[src/rtl/modmul_barrett_pipe.sv]
// rtl/modmul_barrett_pipe.sv - 4-stage Barrett modular multiply / multiply-add with valid/ready and tag
module modmul_barrett_pipe #(
  parameter int W  = 14,
  parameter int Q  = 12289,
  parameter int MU = 21843,
  parameter int TW = 4
) (
  input  logic          clk,
  input  logic          rst_n,
  input  logic          in_valid,
  output logic          in_ready,
  input  logic          op,
  input  logic [W-1:0]  a,
  input  logic [W-1:0]  b,
  input  logic [W-1:0]  c,
  input  logic [TW-1:0] tag,
  output logic          out_valid,
  input  logic          out_ready,
  output logic [W-1:0]  p,
  output logic [TW-1:0] out_tag,
  output logic          range_err
);

  // x = a*b + c needs 2W+1 bits; the Barrett remainder stays below 3Q < 2^(W+2)
  localparam int XW = 2 * W + 1;
  localparam int RW = W + 2;
  localparam int MW = (W + 2) + (W + 1);

  localparam logic [W-1:0]  Q_W  = W'(Q);
  localparam logic [RW-1:0] Q_R  = RW'(Q);
  localparam logic [MW-1:0] MU_M = MW'(MU);

  // The whole pipe moves as one unit whenever the output slot is free or being taken
  logic adv;
  assign adv      = !out_valid || out_ready;
  assign in_ready = adv;

  // Stage 1 inputs: product plus optional addend, and the operand range flag
  logic [W-1:0]  addend;
  logic [XW-1:0] x_next;
  logic          err_next;
  assign addend   = op ? c : '0;
  assign x_next   = XW'(a) * XW'(b) + XW'(addend);
  assign err_next = (a >= Q_W) || (b >= Q_W) || (op && (c >= Q_W));

  logic          s1_valid;
  logic [XW-1:0] s1_x;
  logic [TW-1:0] s1_tag;
  logic          s1_err;

  // Stage 2 quotient estimate: only the top W+2 bits of x feed the MU multiply
  logic [MW-1:0] q_prod;
  logic [RW-1:0] q_next;
  assign q_prod = MW'(s1_x[XW-1:W-1]) * MU_M;
  assign q_next = q_prod[MW-1:W+1];

  logic          s2_valid;
  logic [RW-1:0] s2_x;
  logic [RW-1:0] s2_q;
  logic [TW-1:0] s2_tag;
  logic          s2_err;

  // Stage 3 remainder: exact modulo 2^(W+2) because the true value is below 3Q
  logic [RW-1:0] qq;
  logic [RW-1:0] r_next;
  assign qq     = s2_q * Q_R;
  assign r_next = s2_x - qq;

  logic          s3_valid;
  logic [RW-1:0] s3_r;
  logic [TW-1:0] s3_tag;
  logic          s3_err;

  // Stage 4: two conditional subtractions bring r from [0,3Q) into [0,Q)
  logic [RW-1:0] r1;
  logic [RW-1:0] r2;
  assign r1 = (s3_r >= Q_R) ? s3_r - Q_R : s3_r;
  assign r2 = (r1 >= Q_R) ? r1 - Q_R : r1;

  logic unused_bits;
  assign unused_bits = ^{q_prod[W:0], r2[RW-1:W]};

  // Stage 1 register: capture operands' combined value, tag and range flag
  always_ff @(posedge clk) begin
    if (!rst_n) begin
      s1_valid <= 1'b0;
      s1_x     <= '0;
      s1_tag   <= '0;
      s1_err   <= 1'b0;
    end else if (adv) begin
      s1_valid <= in_valid;
      s1_x     <= x_next;
      s1_tag   <= tag;
      s1_err   <= err_next;
    end
  end

  // Stage 2 register: quotient estimate alongside the low bits of x
  always_ff @(posedge clk) begin
    if (!rst_n) begin
      s2_valid <= 1'b0;
      s2_x     <= '0;
      s2_q     <= '0;
      s2_tag   <= '0;
      s2_err   <= 1'b0;
    end else if (adv) begin
      s2_valid <= s1_valid;
      s2_x     <= s1_x[RW-1:0];
      s2_q     <= q_next;
      s2_tag   <= s1_tag;
      s2_err   <= s1_err;
    end
  end

  // Stage 3 register: unreduced remainder
  always_ff @(posedge clk) begin
    if (!rst_n) begin
      s3_valid <= 1'b0;
      s3_r     <= '0;
      s3_tag   <= '0;
      s3_err   <= 1'b0;
    end else if (adv) begin
      s3_valid <= s2_valid;
      s3_r     <= r_next;
      s3_tag   <= s2_tag;
      s3_err   <= s2_err;
    end
  end

  // Output register: final reduced result held until downstream takes it
  always_ff @(posedge clk) begin
    if (!rst_n) begin
      out_valid <= 1'b0;
      p         <= '0;
      out_tag   <= '0;
      range_err <= 1'b0;
    end else if (adv) begin
      out_valid <= s3_valid;
      p         <= r2[W-1:0];
      out_tag   <= s3_tag;
      range_err <= s3_err;
    end
  end

endmodule

[config.mk]
export PLATFORM = sky130hd
export DESIGN_NAME = modmul_barrett_pipe
export DESIGN_NICKNAME = d
export VERILOG_FILES = /design/src/rtl/modmul_barrett_pipe.sv
export SDC_FILE = /design/constraint.sdc
export NUM_CORES = 1
export LEC_CHECK = 0
export CAP_MARGIN = 20
export CORE_UTILIZATION = 60
export CTS_CLUSTER_SIZE = 25
export DETAILED_ROUTE_END_ITERATION = 16
export PLACE_DENSITY = 0.76
export SLEW_MARGIN = 25
export SYNTH_ARGS = -nofsm -noshare
export SYNTH_HDL_FRONTEND = slang
export SYNTH_SLANG_ARGS = --single-unit
[constraint.sdc]
create_clock -name clk -period 9.7 [get_ports clk]
set_clock_uncertainty 0.15 [all_clocks]
set_input_delay 1.455 -clock clk [delete_from_list [all_inputs] [get_ports clk]]
set_output_delay 1.455 -clock clk [all_outputs]
set_load 0.01 [all_outputs]
---- Yosys cells after proc, flatten, opt, wreduce, memory -nomap -nowiden ----
Index checks and enable logic that the tools add are counted.
word-level totals
  flip-flop bits (word level) ............. 115
  input bits .............................. 51
  output and inout port bits .............. 21
  logic and storage cells ................. 37
operators by class
  add/subtract/negate cells ............... 4
  $mul .................................... 3
  $lt $le $gt $ge ......................... 5
  muxes and demuxes ....................... 3
  reductions and logical operators ........ 5
operators with widths
  operator                count
  $ge 14x14->1 const B    3
  $ge 16x14->1 const B    2
  $mul 16x15->31 const B  1
  $add 28x14->29          1
  $mul 14x14->28          1
  $mux 14                 2
  $mul 16x14->16 const B  1
  $mux 16                 1
  $sub 16x14->16 const B  1
  $sub 16x16->16          1
  $sub 14x14->14 const B  1
  $logic_or 1x1->1        3
  $logic_and 1x1->1       1
  $logic_not 1->1         1

---- Longest topological paths before layout ----
  depth in word-level cells ............... 4
  gate-level depth with buffers ........... 24
  gate-level depth less buffers ........... 23

---- Worst setup path before layout ----
No wires, ideal clock.
  path kind ............................... input -> register
  from .................................... in op
  to ...................................... reg s1_x[27]
  setup time .............................. 0.122 ns
  arrival ................................. 7.148 ns
  required time ........................... 9.428 ns
  slack ................................... 2.280 ns
  stages on the path ...................... 24
  buffers on the path ..................... 1
  path through ............................ clkbuf_1 > and2_1 > fa_1 > inv_1 > fa_1 > inv_1 > fa_1 > inv_1 > fa_1 > inv_1 > fa_1 > inv_1 > fa_1 > inv_1 > ha_1 > o211ai_1 > a21boi_0 > o221ai_1 > o21ai_0 > nand2_1 > o31ai_1 > o211ai_1 > mux2i_1 > a311o_1
between the ends
  cells in the longest elaborated chain, start to end .. 2
ends and longest elaborated chain
  what                  line  source
  from (decl)           12    input logic op,
  $mux 14               42    assign addend = op ? c : '0;
  $add 28x14->29        43    assign x_next = XW'(a) * XW'(b) + XW'(addend);
  to (signal assigned)  92    s1_x <= x_next;
  to (decl)             47    logic [XW-1:0] s1_x;
Every way passes these cells.
A chain may end at the register's enable or synchronous reset.

---- Worst setup path after layout ----
  from .................................... in a[6]
  to ...................................... reg s1_x[27]
between the ends
  cells in the longest elaborated chain, start to end .. 2
ends and longest elaborated chain
  what            line  source
  from (decl)     13    input logic [W-1:0] a,
  $mul 14x14->28  43
  $add 28x14->29  43
Every way passes these cells.

==> impl_results.md <==
- Status: finished, final reports clean
- WP data required: 9.84 ns
- Synth Instances: approximately 2000
- Simple-gate share of the synthesized area: approximately 17%
- Crit Path Max Fanout: 15
- Initial antenna violation count: 0
- Post-synth net total: between 2000 and 3000
- Type of the most critical hold path: reg -> reg
- DR WL/cell: between 15 and 20 um
- # clock sinks: ~120
- Vias: approximately 14000
- Seq/Total Area, Yosys: a little over an eighth
- Clk_lat worst skew: between 0.4 and 0.5 ns
- Post-synthesis mux area share: less than 1%
- Post-DR vias/cell: between 5 and 6
- Max stage delay on crit path: ~0.7 ns
- Setup tns final: 0 ns
- Max_cap viols: 0
- CTS Buf Count: 17
- Mapped Avg Cell Area: 8.64 um^2
- Post-synthesis compound-gate area fraction: 10.3%
- Post-route ant nets: 0
- Drt total wl: 40.7 mm
- Post-Synth XOR/XNOR Area: 3.25%
- Largest net degree at the start of global routing: 95
- CTS tree: done
- DRC: 0
- # diodes: 0
- Worst Slack Setup Final: roughly 1.5 ns
- Buffers plus inverters on the worst setup path: 7
- RSZ-0062 raised after global routing: no
- Global Route Usage Sum: 28.6%
- Mapped cell area: around 17000 um^2
- Number of hold buffers added after CTS: 0
- Chip width: about 170 um
- Synthesis-to-layout area growth: 9.04%
- Die area: approximately 30000 um^2
- CTS clk-pin slew, worst paths: about 0.06 ns
- Yosys reg bits: approximately 120
- Final #Nets: ~2600
- Final min period: slightly above 8 ns
- Worst slew pin tran: 0.973 ns
- Worst-path cell chain: clkdlybuf4s50_1, and2_1, fa_1, inv_1, fa_1, inv_1, fa_1, inv_1, fa_1, inv_1, fa_1, inv_1, fa_1, inv_1, ha_1, o211ai_1, a21boi_0, o221ai_1, o21ai_0, nand2_1, o31ai_1, o211ai_1, mux2i_1, a311o_1
- Combinational family with the most area after synthesis: adder cells
- First-pass GRT wire length: 69.6 mm
- Resize count post-CTS: 0
- Post-route cell area: approximately 19000 um^2
- Final setup fails: 0
- Final period utilization: around 84%
- Initial core utilization: approximately three fifths
- Max-slew headroom: 35.1%
- H-tree depth: 4
- Std-Cell Core Area: ~29000 um^2
- Buffers on Ports: 71
- Initial drt markers: 946
- Number of synthesized flops with an enable pin: 0
- Crit path max-delay family: adder cells
- Cell Rows: between 60 and 70
- Post-CTS Setup Repair Bufs: 0
- Layout cells sized above 1: around 2.9%
- Async SR Flop Fraction: 0%
- Ports: a little over 70
- Number of global-route vias before repair: between 10000 and 15000
- Die Ht: approximately 170 um
- Most frequent cells in the layout: inv_1, ha_1, nand2_1
- Crit Path Class: in -> reg
- Distinct cell type count after synthesis: 76
- Adder-Cell Fraction of Synth Area: between 40 and 50%
- Clk buf depth: 2
- Critical Path Start Type: input port
- Fin. max-slew vios: 0
- Pre-CTS setup slack: around 1.1 ns
- WHS: 0.300 ns
- GP Congestion: 0.911
- Hold Fails Final Rpt: 0
- Dpl hpwl: 32.7 mm
- Initial DRT Pass Iterations: 6
- Crit-path slowest cell: clkdlybuf4s50_1
- Critical path arrival: slightly above 8 ns
- Area of placed instances: 18500 um^2
- Most common cell after layout, fill and taps aside: inv_1
- Ys flop type: dfxtp_1
- Root Buffer: clkbuf_16
- Max Fclk: about 0.12 GHz
- Ys Warns: 0
- Setup crit end kind: flop
- GRT overflow: 0
[tightest hold or removal path: stages (launching register included)]
cell	delay, ns
dfxtp_1	0.31
nand2_1	0.05
a21oi_1	0.05
[per-layer routing]
metal	routed length (um)	up-vias	share of wire (%)	GRT usage [%]
met5	0	-	0	0
met4	1160	0	2.8	9.85
met3	1920	76	4.7	2.90
met2	19300	381	47	48.6
met1	18300	6639	45	38.2
li1	-	6565	-	-
[state kept, by name (all words and copies together) (netlist names)]
| signal | cells |
|---|---|
| s1_valid | 1 |
| s3_valid | 1 |
| s1_x | 29 |
| s1_err | 1 |
| s3_r | 16 |
| s2_err | 1 |
| s2_valid | 1 |
| range_err | 1 |
| out_tag | 4 |
| s1_tag | 4 |
| s3_tag | 4 |
| s2_tag | 4 |
| p | 14 |
| s3_err | 1 |
| s2_x | 16 |
| out_valid | 1 |
| s2_q | 16 |
[worst paths after layout]
kind / cells after the start / start / end / slack, ns
worst max-delay path: 24 / a[6] / s1_x[27]$_SDFFE_PN0P_ / 1.55
worst max register to register: 17 / s1_x[23]$_SDFFE_PN0P_ / s2_q[15]$_SDFFE_PN0P_ / 3.70
worst min register to register: 2 / s1_tag[2]$_SDFFE_PN0P_ / s1_tag[2]$_SDFFE_PN0P_ / 0.30
worst min-delay path: 2 / s1_tag[2]$_SDFFE_PN0P_ / s1_tag[2]$_SDFFE_PN0P_ / 0.30
[synth_stat cells (5+ instances only)]
master | count | area, um^2
nand3_1 | 36 | 180
a21o_1 | 14 | 105
o21ai_0 | 46 | 230
nor3_1 | 19 | 95.1
or3_1 | 15 | 93.8
nor2_1 | 53 | 199
a211oi_1 | 9 | 67.6
nand2_1 | 269 | 1010
nand4_1 | 5 | 31.3
inv_1 | 381 | 1430
o211ai_1 | 15 | 113
nor2b_1 | 7 | 43.8
nor4_1 | 13 | 81.3
and3_1 | 10 | 62.6
a32oi_1 | 5 | 43.8
xnor2_1 | 44 | 385
nand2b_1 | 9 | 56.3
and4_1 | 6 | 52.6
o21a_1 | 8 | 60.1
dfxtp_1 | 115 | 2300
clkbuf_1 | 65 | 244
xor2_1 | 19 | 166
a21oi_1 | 118 | 591
fa_1 | 230 | 4600
a31oi_1 | 9 | 56.3
ha_1 | 285 | 3570
and2_1 | 131 | 820
[kinds of logic (layout without fill, tap and decap cells)]
logic type      after synthesis  count (layout)
simple gates                594             594
fa+ha+maj                   515             515
buf+inv                     451             493
compound gates              283             283
flops                       115             115
xor+xnor                     64              64
mux                           1               1
[cell type report]
type / instances / area, um^2
Clock inverter: 11 / 128
Timing Repair Buffer: 79 / 771
Multi-Input combinational cell: 1457 / 13500
Inverter: 382 / 1430
Fill cell: 2347 / 9650
Tap cell: 384 / 480
Sequential cell: 115 / 2300
Clock buffer: 21 / 460
[per-stage QoR]
| step | util [%] | cells |
|---|---|---|
| after floorplan | - | 2023 |
| after global placement | 64.3 | 2417 |
| after detailed placement | 64.3 | 2417 |
| after CTS | 66.4 | 2449 |
| after global routing | 66.4 | 2449 |
| final | 66.4 | 2449 |
Power is left out: the tool's default activity adds up to more than one toggle a clock period on the data nets, which glitch-free logic cannot reach.
